===== src/rtl/pac_game_ctrl.sv =====
// pac_game_ctrl: frame-rate game sequencer driving playon, motion and facing to the Pac-Man mover
module pac_game_ctrl #(
    parameter int STEP_DIV     = 1,
    parameter int DEATH_FRAMES = 60,
    parameter int LIVES_INIT   = 3
) (
    input  logic       frame_clk,
    input  logic       Reset,
    input  logic [7:0] keycode,
    input  logic       leftwall,
    input  logic       rightwall,
    input  logic       downwall,
    input  logic       upwall,
    input  logic       ghost_hit,
    input  logic       dots_done,
    output logic       playon,
    output logic [9:0] x_motion,
    output logic [9:0] y_motion,
    output logic [1:0] whichside,
    output logic [1:0] lives,
    output logic [2:0] state
);
    typedef enum logic [2:0] {
        S_IDLE    = 3'd0,
        S_PLAY    = 3'd1,
        S_DEATH   = 3'd2,
        S_RESPAWN = 3'd3,
        S_WIN     = 3'd4,
        S_OVER    = 3'd5
    } state_t;

    state_t     state_q, state_d;
    logic [1:0] lives_q, lives_d;
    logic [1:0] pend_dir_q, pend_dir_d, cur_dir_q, cur_dir_d;
    logic       pend_vld_q, pend_vld_d, cur_vld_q, cur_vld_d;
    logic [7:0] div_q, div_d, dcnt_q, dcnt_d;
    logic [9:0] xm_q, xm_d, ym_q, ym_d;
    logic       playon_q, playon_d;
    logic [3:0] walls;
    logic [1:0] key_dir;
    logic       key_vld, start, tick, death_done, commit, move;

    // Next-state: game FSM, turn buffer, step divider, death timer and motion vector
    always_comb begin
        walls      = {upwall, downwall, rightwall, leftwall};
        start      = keycode == 8'h2C;
        key_vld    = keycode == 8'h04 || keycode == 8'h07 || keycode == 8'h16 || keycode == 8'h1A;
        key_dir    = keycode == 8'h04 ? 2'd0 : keycode == 8'h07 ? 2'd1 : keycode == 8'h16 ? 2'd2 : 2'd3;
        tick       = div_q == 8'(STEP_DIV - 1);
        death_done = dcnt_q == 8'(DEATH_FRAMES - 1);
        commit     = pend_vld_q && walls[pend_dir_q];
        move       = state_q == S_PLAY && tick && cur_vld_q && walls[cur_dir_q];
        state_d    = state_q;
        lives_d    = lives_q;
        case (state_q)
            S_IDLE:    state_d = start ? S_PLAY : S_IDLE;
            S_PLAY: begin
                if (dots_done) begin
                    state_d = S_WIN;
                end else if (ghost_hit) begin
                    state_d = S_DEATH;
                    lives_d = lives_q == 2'd0 ? 2'd0 : lives_q - 2'd1;
                end
            end
            S_DEATH:   state_d = !death_done ? S_DEATH : lives_q == 2'd0 ? S_OVER : S_RESPAWN;
            S_RESPAWN: state_d = S_PLAY;
            S_WIN, S_OVER: begin
                if (start) begin
                    state_d = S_IDLE;
                    lives_d = 2'(LIVES_INIT);
                end
            end
            default:   state_d = S_IDLE;
        endcase
        pend_dir_d = pend_dir_q;
        pend_vld_d = pend_vld_q;
        cur_dir_d  = cur_dir_q;
        cur_vld_d  = cur_vld_q;
        if (state_q == S_PLAY) begin
            cur_dir_d  = commit ? pend_dir_q : cur_dir_q;
            cur_vld_d  = commit || cur_vld_q;
            pend_dir_d = key_vld ? key_dir : pend_dir_q;
            pend_vld_d = key_vld || (pend_vld_q && !commit);
        end
        if (state_d == S_IDLE || state_d == S_RESPAWN) begin
            pend_dir_d = 2'd0;
            pend_vld_d = 1'b0;
            cur_dir_d  = 2'd0;
            cur_vld_d  = 1'b0;
        end
        div_d = state_q == S_PLAY ? (tick ? 8'd0 : div_q + 8'd1) : div_q;
        if (state_d == S_PLAY && state_q != S_PLAY) div_d = 8'd0;
        dcnt_d   = (state_q == S_DEATH && state_d == S_DEATH) ? dcnt_q + 8'd1 : 8'd0;
        xm_d     = !move ? 10'd0 : cur_dir_q == 2'd0 ? 10'h3FF : cur_dir_q == 2'd1 ? 10'h001 : 10'd0;
        ym_d     = !move ? 10'd0 : cur_dir_q == 2'd2 ? 10'h001 : cur_dir_q == 2'd3 ? 10'h3FF : 10'd0;
        playon_d = state_d == S_PLAY || state_d == S_DEATH;
    end

    // State registers with synchronous reset
    always_ff @(posedge frame_clk) begin
        if (Reset) begin
            state_q    <= S_IDLE;
            lives_q    <= 2'(LIVES_INIT);
            pend_dir_q <= 2'd0;
            pend_vld_q <= 1'b0;
            cur_dir_q  <= 2'd0;
            cur_vld_q  <= 1'b0;
            div_q      <= 8'd0;
            dcnt_q     <= 8'd0;
            xm_q       <= 10'd0;
            ym_q       <= 10'd0;
            playon_q   <= 1'b0;
        end else begin
            state_q    <= state_d;
            lives_q    <= lives_d;
            pend_dir_q <= pend_dir_d;
            pend_vld_q <= pend_vld_d;
            cur_dir_q  <= cur_dir_d;
            cur_vld_q  <= cur_vld_d;
            div_q      <= div_d;
            dcnt_q     <= dcnt_d;
            xm_q       <= xm_d;
            ym_q       <= ym_d;
            playon_q   <= playon_d;
        end
    end

    assign state     = state_q;
    assign playon    = playon_q;
    assign x_motion  = xm_q;
    assign y_motion  = ym_q;
    assign whichside = cur_dir_q;
    assign lives     = lives_q;
endmodule


===== config.mk =====
export PLATFORM = sky130hd
export DESIGN_NAME = pac_game_ctrl
export DESIGN_NICKNAME = d
export VERILOG_FILES = /design/src/rtl/pac_game_ctrl.sv
export SDC_FILE = /design/constraint.sdc
export NUM_CORES = 1
export LEC_CHECK = 0
export ABC_CLOCK_PERIOD_IN_PS = 2750
export BUFFER_PORTS_ARGS = -buffer_cell sky130_fd_sc_hd__buf_2
export CORE_MARGIN = 1.5
export CORE_UTILIZATION = 53
export DETAILED_ROUTE_END_ITERATION = 10
export PLACE_DENSITY_LB_ADDON = 0.3
export SYNTH_ARGS = -nofsm -noshare
export SYNTH_HDL_FRONTEND = slang
export SYNTH_SLANG_ARGS = --single-unit
export TNS_END_PERCENT = 1

===== constraint.sdc =====
create_clock -name frame_clk -period 2.75 [get_ports frame_clk]
set_clock_uncertainty 0.15 [all_clocks]
set_input_delay 0.55 -clock frame_clk [delete_from_list [all_inputs] [get_ports frame_clk]]
set_output_delay 0.55 -clock frame_clk [all_outputs]
set_load 0.02 [all_outputs]

* After elaboration in Yosys (flattened, before gate mapping)
Cells that the tools add are included.
** Word-level totals
- Bits in writable memories :: 0
- Bits in latches :: 0
- Bits in read-only memories :: 0
- Word-level logic and storage cells :: 94
- Input port bits :: 16
- Memories :: 0
- Output and inout port bits :: 28
- Register bits after elaboration :: 48
** Cells by class
- Multiply operators :: 0
- Divide/modulo/power cells :: 0
- Equality and inequality tests :: 21
- Shift operators :: 0
- Magnitude comparators :: 2
- Reduce and logical (&&, ||, !) cells :: 30
- Multiplexer cells :: 24
- Add/sub/neg operators :: 3
- Bitwise operators :: 2
** Operators with widths (number)
- $mux W10 :: 2
- $add A8 B1 Y8 const B :: 2
- $eq A8 B3 Y1 const B :: 2
- $eq A8 B5 Y1 const B :: 2
- $eq A8 B6 Y1 const B :: 2
- $mux W3 :: 5
- $pmux W3 S5 :: 1
- $eq A3 B2 Y1 const B :: 4
- $mux W2 :: 6
- $reduce_or A2 Y1 :: 5
- $logic_not A8 Y1 :: 1
- $mux W8 :: 1
- $logic_and A1 B1 Y1 :: 7
- $logic_or A1 B1 Y1 :: 7
- $eq A3 B1 Y1 const B :: 2
- $eq A3 B3 Y1 const B :: 2
- $logic_not A3 Y1 :: 2
- $lt A2 B3 Y1 const B :: 2
- $mux W1 :: 6
- $ne A2 B2 Y1 const B :: 3
- $bmux W1 S2 :: 2
- $eq A2 B2 Y1 const B :: 2
- $logic_not A2 Y1 :: 2
- $pmux W2 S2 :: 1
- other kinds (9) :: 11

* Longest topological paths before layout
Gate-level depths: netlist (run 1).
- Depth in word-level cells :: 8
- Gate-level depth with buffers :: 7
- Depth with buffers taken out :: 7

* Least setup slack after synthesis (run 1)
No wires, ideal clock.
- Path kind :: input-to-reg
- Start :: input keycode[1]
- End :: register div_q[0]
- Setup time :: 0.131 ns
- Path buffers :: 0
- Cell stages on the path :: 5
- Data required time :: 2.469 ns
- Data arrival time :: 2.009 ns
- Path slack :: 0.459 ns
- Cell sequence :: or4_4 -> o21a_4 -> or2_2 -> o41ai_2 -> nor2_1
** On the way
- Longest elaborated chain between the ends :: 6
- Elaborated cells between the ends (all ways) :: 7
- Those cells by class :: eq/ne (2); mux (3); reduce/logical (2)
** Ends and longest elaborated chain
- start: declaration :: RTL line 9 : input logic [7:0] keycode,
- $eq A8 B6 Y1 (*) :: RTL line 46 : start = keycode == 8'h2C;
- $mux W3 / $mux W1 (equally long branches) :: RTL line 68, 56
- $pmux W3 S5 (*) :: RTL line 55 : case (state_q)
- $eq A3 B1 Y1 (*) :: RTL line 92 : if (state_d == S_PLAY && state_q != S_PLAY) div_d = 8'd0;
- $logic_and A1 B1 Y1 (*) :: RTL line 92
- $reduce_or A2 Y1 (no source line) (*)
- end signal: assignment :: RTL line 120 : div_q <= div_d;
- end: declaration :: RTL line 36 : logic [7:0] div_q, div_d, dcnt_q, dcnt_d;
Mark *: on every way between the ends. The rest lies on a longest branch, timed or not.
A chain may end at the register's enable or synchronous reset.

* Final worst setup path (run 1)
- Start :: register dcnt_q[0]
- End :: register pend_dir_q[1]
** On the way
- Longest elaborated chain between the ends :: 6
- Elaborated cells between the ends (all ways) :: 7
- Those cells by class :: eq/ne (2); mux (2); reduce/logical (3)
** Ends and longest elaborated chain
- start: declaration :: RTL line 36
- start signal: assignment :: RTL line 121 : dcnt_q <= dcnt_d;
- $eq A8 B6 Y1 (*) :: RTL line 50 : death_done = dcnt_q == 8'(DEATH_FRAMES - 1);
- $mux W3 (*) :: RTL line 65 : S_DEATH: state_d = !death_done ? S_DEATH : lives_q == 2'd0 ? S_OVER : S_RESPAWN;
- $pmux W3 S5 (*) :: RTL line 55
- $eq A3 B2 Y1 / $logic_not A3 Y1 (equally long branches) :: RTL line 85 : if (state_d == S_IDLE || state_d == S_RESPAWN) begin
- $logic_or A1 B1 Y1 (*) :: RTL line 85
- $reduce_or A2 Y1 (no source line) (*)
- end signal: assignment :: RTL line 116 : pend_dir_q <= pend_dir_d;
- end: declaration :: RTL line 34 : logic [1:0] pend_dir_q, pend_dir_d, cur_dir_q, cur_dir_d;
Marks and branches as above.

==> qor.txt, run 1 <==
status -> complete, no violations
M1 WL -> 1610 um
Met3 Wirelength -> 155 um
DR DRC count -> 0
Non-Filler Instances -> 278
worst rel slew slack -> 68.7%
Die ar. -> 3830 um2
Cell variety after synth -> 56
global-route wire length before repair -> 5550 um
1st-pass router iterations -> 4
fin crit period -> 2.31 ns
post-synthesis cell area -> 1840 um2
Synth Flop Type -> dfxtp_1
crit path launch type -> register
Initial Util -> 55.0%
final setup vio count -> 0
PD cells -> 388 nW/um2
post_cts resized -> 0
Placer Congestion -> 0.807
hold_ws -> 0.295 ns
met2 wire length -> 1550 um
clk_lat worst skew -> 0.34 ns
measured slew at the worst slew-check pin -> 0.469 ns
syn avg cell area -> 9.22 um2
EDFF count, synth -> 0
Fmax -> 433 MHz
Overall Power -> 0.793 mW
Syn. warnings -> 0
area fraction of the dominant cell type after synthesis -> 34.9%
clock buffer depth -> 2
Vias -> 1486
area leader, netlist -> dfxtp_1
Sum Neg Setup Slack -> 0 ns
vias in the first global route -> 1296
Initial DRC Count -> 57
CTS H-tree depth -> 2
# IOs -> 44
Slew Limit Fails -> 0
Via density -> 5.35
area of the multi-input gates -> 1030 um2
share of layout cells above drive strength 1 -> 31.9%
drt total wl -> 3370 um
RSZ-0062 raised after global routing -> no
TritonCTS clock tree -> yes
worst hold path type -> reg2reg
DP HPWL -> 2520 um
asr flop ratio synth -> 0%
GRT overflow -> 0
buffer count from post-CTS setup fixing -> 0
Port-buffer cells -> 43
core area -> 3340 um2
area delta synth->final -> 11.3%
dpl ws -> 0.177 ns
Req. time, crit path -> 2.86 ns
# clock sinks -> 32
highest metal used -> met4
Rows -> 21
final-report hold violation count -> 0
chip width -> 61.9 um
GR Util All Layers -> 19.7%
largest net degree at the start of global routing -> 13
dpl cells -> 270
Setup CP Type -> reg2reg
CTS buffer count -> 5
Antenna Cells -> 0
most frequent cells in the layout -> buf_2 (43), dfxtp_1 (32), nor2_1 (25)
initial antenna violation count -> 0
syn_nets -> 218
#FFs+latches synth -> 32
CP endpoint kind -> register
leakage power -> 0.845 nW
# hold bufs at CTS -> 0
R2R setup slack -> 0.44 ns
final setup margin -> 0.439 ns
VDD IR max -> 349 uV
CTS clk-pin slew, worst paths -> 0.09 ns
Routed Antenna Nets -> 0
Root Driver -> clkbuf_4
Die Y -> 61.9 um
CP arrival -> 2.42 ns
Final Cycle Share -> 84.0%
synth top area cells -> dfxtp_1 (35%), buf_4 (6.5%), nor2_1 (5.1%)
Mapped Cells -> 199
Net count, final -> 250
critical path peak fanout -> 6
Max Cap Viol -> 0
WL/cell -> 12.1 um
# fillers -> 312
sequential cell area -> 641 um2
sequential cell area fraction in the yosys report -> 34.9%
commonest non-fill, non-tap cell in the layout -> buf_2
-- routing by layer --
layer  vias up  track usage, %
li1        761               -
met1       683            24.7
met2        36            32.2
met3         6            5.59
met4         0            7.29
met5         -               0
-- registers in the layout, indices dropped and copies added, names as in the netlist --
name,cells
cur_vld_q,1
dcnt_q,8
div_q,8
lives,2
pend_dir_q,2
pend_vld_q,1
playon,1
state,3
whichside,2
x_motion,2
y_motion,2
-- report_power, final --
part,internal (mW),leakage [nW],switching (mW)
Sequential,0.463,0.258,0.000158
Combinational,0.0214,0.555,0.0244
Clock,0.126,0.0326,0.158
-- per-stage QoR --
step | util (%) | instance area, um2
detailed placement | 59.5 | 1980
CTS | 61.2 | 2040
global placement | 59.5 | 1980
finish | 61.2 | 2040
floorplan | - | 1840
global route | 61.2 | 2040
-- Yosys cell counts (2+ instances only) --
master / n
nand4_1: 3
ha_1: 3
xnor2_1: 4
nand3_1: 12
nor2_1: 25
a211oi_2: 2
nand2_1: 9
dfxtp_1: 32
a21oi_1: 11
mux2i_1: 3
and4_1: 2
nor4_4: 2
xor2_1: 10
buf_2: 3
nor3b_1: 3
nor4b_1: 2
a31oi_1: 3
and3_1: 3
buf_4: 16
or2_2: 3
inv_1: 8
o21ai_0: 2
nor3_1: 5
-- final timing paths --
check / from / end / cells after the start
setup / recovery: dcnt_q[0] / pend_dir_q[1] / 6
hold / removal: dcnt_q[0] / dcnt_q[0] / 1
setup reg to reg: dcnt_q[0] / pend_dir_q[1] / 6
hold reg to reg: dcnt_q[0] / dcnt_q[0] / 1
-- critical path, cell delays in order (launching register included) --
cell and delay, ns:
dfxtp_1 0.36, ha_1 0.23, nor4b_2 0.39, a21oi_1 0.12
o211a_1 0.33, o32a_1 0.42, a211oi_2 0.23
-- layout make-up --
cell class	count	area share [%]
Tap cell	46	2.82
Clock buffer	8	2.88
Timing Repair Buffer	45	11.3
Multi-Input combinational cell	139	50.2
Inverter	8	1.47
Sequential cell	32	31.4
-- cells by family (layout without fill, tap and decap cells) --
group	after synthesis	count (layout)	share of synthesized area [%]
adder cells (fa/ha/maj)	3	3	2.05
flip-flops	32	32	34.9
buffers and inverters	28	61	9.20
multiplexers	4	4	2.86
XOR/XNOR	14	14	6.68
AND/OR/NAND/NOR	86	86	29.8
AO/OA/AOI/OAI	32	32	14.5
(Power assumes the default switching activity.)
==> run 2, diff against run 1 <==
ABC_CLOCK_PERIOD_IN_PS = 2300   (was 2750)
clock period = 2.3 ns   (was 2.75 ns; I/O delays follow)
==> qor.txt, run 2 (synthesis results as in run 1) <==
drt total wl -> 3510 um
# hold bufs at CTS -> 0
post-place instance area -> 2080 um2
worst rel slew slack -> 69.0%
global-route wire length before repair -> 5690 um
area delta synth->final -> 18.1%
initial antenna violation count -> 0
Rows -> 21
Vias -> 1527
Initial Util -> 55.0%
Port-buffer cells -> 43
switching portion of total power -> 22.3%
Die ar. -> 3830 um2
combinational power share -> 6.6%
clk_lat worst skew -> 0.33 ns
core area -> 3340 um2
fin crit period -> 2.15 ns
DR DRC count -> 0
GR Util All Layers -> 20.3%
Pint -> 0.736 mW
# clock sinks -> 32
1st-pass router iterations -> 4
most frequent cells in the layout -> buf_2 (43), dfxtp_1 (31), nor2_1 (24)
GRT overflow -> 0
Initial DRC Count -> 47
critical path peak fanout -> 6
share of layout cells above drive strength 1 -> 36.6%
CP arrival -> 2.24 ns
Net count, final -> 264
Max Cap Viol -> 0
# fillers -> 297
clock buffer depth -> 2
CTS H-tree depth -> 2
Placer Congestion -> 0.836
Routed Antenna Nets -> 0
Switch Pwr -> 0.211 mW
dpl ws -> -0.0639 ns
worst hold path type -> in2reg
DP HPWL -> 2660 um
RSZ-0062 raised after global routing -> no
Die Y -> 61.9 um
vias in the first global route -> 1366
Non-Filler Instances -> 292
post-layout util -> 64.9%
WL/cell -> 12.0 um
area of the multi-input gates -> 1040 um2
final instance area -> 2170 um2
measured slew at the worst slew-check pin -> 0.465 ns
Antenna Cells -> 0
chip width -> 61.9 um
Overall Power -> 0.948 mW
Slew Limit Fails -> 0
CTS buffer count -> 5
Fmax -> 466 MHz
final setup vio count -> 0
leakage power -> 0.917 nW
Req. time, crit path -> 2.40 ns
Seq pwr share -> 58.4%
Clock Power Share -> 35.0%
Final Cycle Share -> 93.3%
final-report hold violation count -> 0
VDD IR max -> 399 uV
PD cells -> 437 nW/um2
Via density -> 5.23
final setup margin -> 0.154 ns
dpl cells -> 283
Sum Neg Setup Slack -> 0 ns
crit path launch type -> register
TritonCTS clock tree -> yes
# IOs -> 44
largest net degree at the start of global routing -> 12
hold_ws -> 0.246 ns
Setup CP Type -> reg2reg
Root Driver -> clkbuf_4
CTS clk-pin slew, worst paths -> 0.10 ns
CP endpoint kind -> register
status -> complete, no violations
commonest non-fill, non-tap cell in the layout -> buf_2
sequential cell area -> 642 um2
run 2: cell types whose count changed in the layout (fill, tap and decap cells not counted), sizes merged:
cell  change
buf      +14
run 2: final timing paths:
kind	depth (start not counted)	start	slack, ns	end
worst max-delay path	6	dcnt_q[0]	0.15	pend_dir_q[0]
worst min-delay path	2	Reset	0.25	state[0]
worst max register to register	6	dcnt_q[0]	0.15	pend_dir_q[0]
worst min register to register	1	dcnt_q[0]	0.30	dcnt_q[0]
run 2: metal layers:
layer	vias to the layer above	track usage [%]	wire length [um]
li1	789	-	-
met1	704	25.8	1720
met2	29	32.6	1590
met3	5	4.97	139
met4	0	8.81	60
met5	-	0	0
run 2: power by group through the flow:
stage	Clock, mW	Sequential, mW	Combinational [mW]
floorplan	0	0.567	0.0279
global placement	0	0.567	0.0614
global route	0.367	0.554	0.0675
detailed placement	0	0.567	0.0618
CTS	0.342	0.554	0.0622
finish	0.331	0.554	0.0624
run 2: worst max-delay path, cell delays in order (launching register included):
cell and delay [ns]:
dfxtp_1 0.36, ha_1 0.19, nor4b_4 0.28, a21oi_1 0.11
o211a_1 0.32, o32a_1 0.42, a211oi_2 0.24
run 2: area by class of cell:
cell class                 instances  share of cell area, %
tap                               46                   2.66
clock buffer                       8                   2.71
timing repair buffer              59                   15.5
sequential                        32                   29.6
inverter                           8                   1.39
multi-input combinational        139                   48.2
run 2: repair_timing:
item,4_1_cts,5_1_grt
gates resized for setup,0,5
setup endpoints to repair,0,5
buffers inserted,0,1
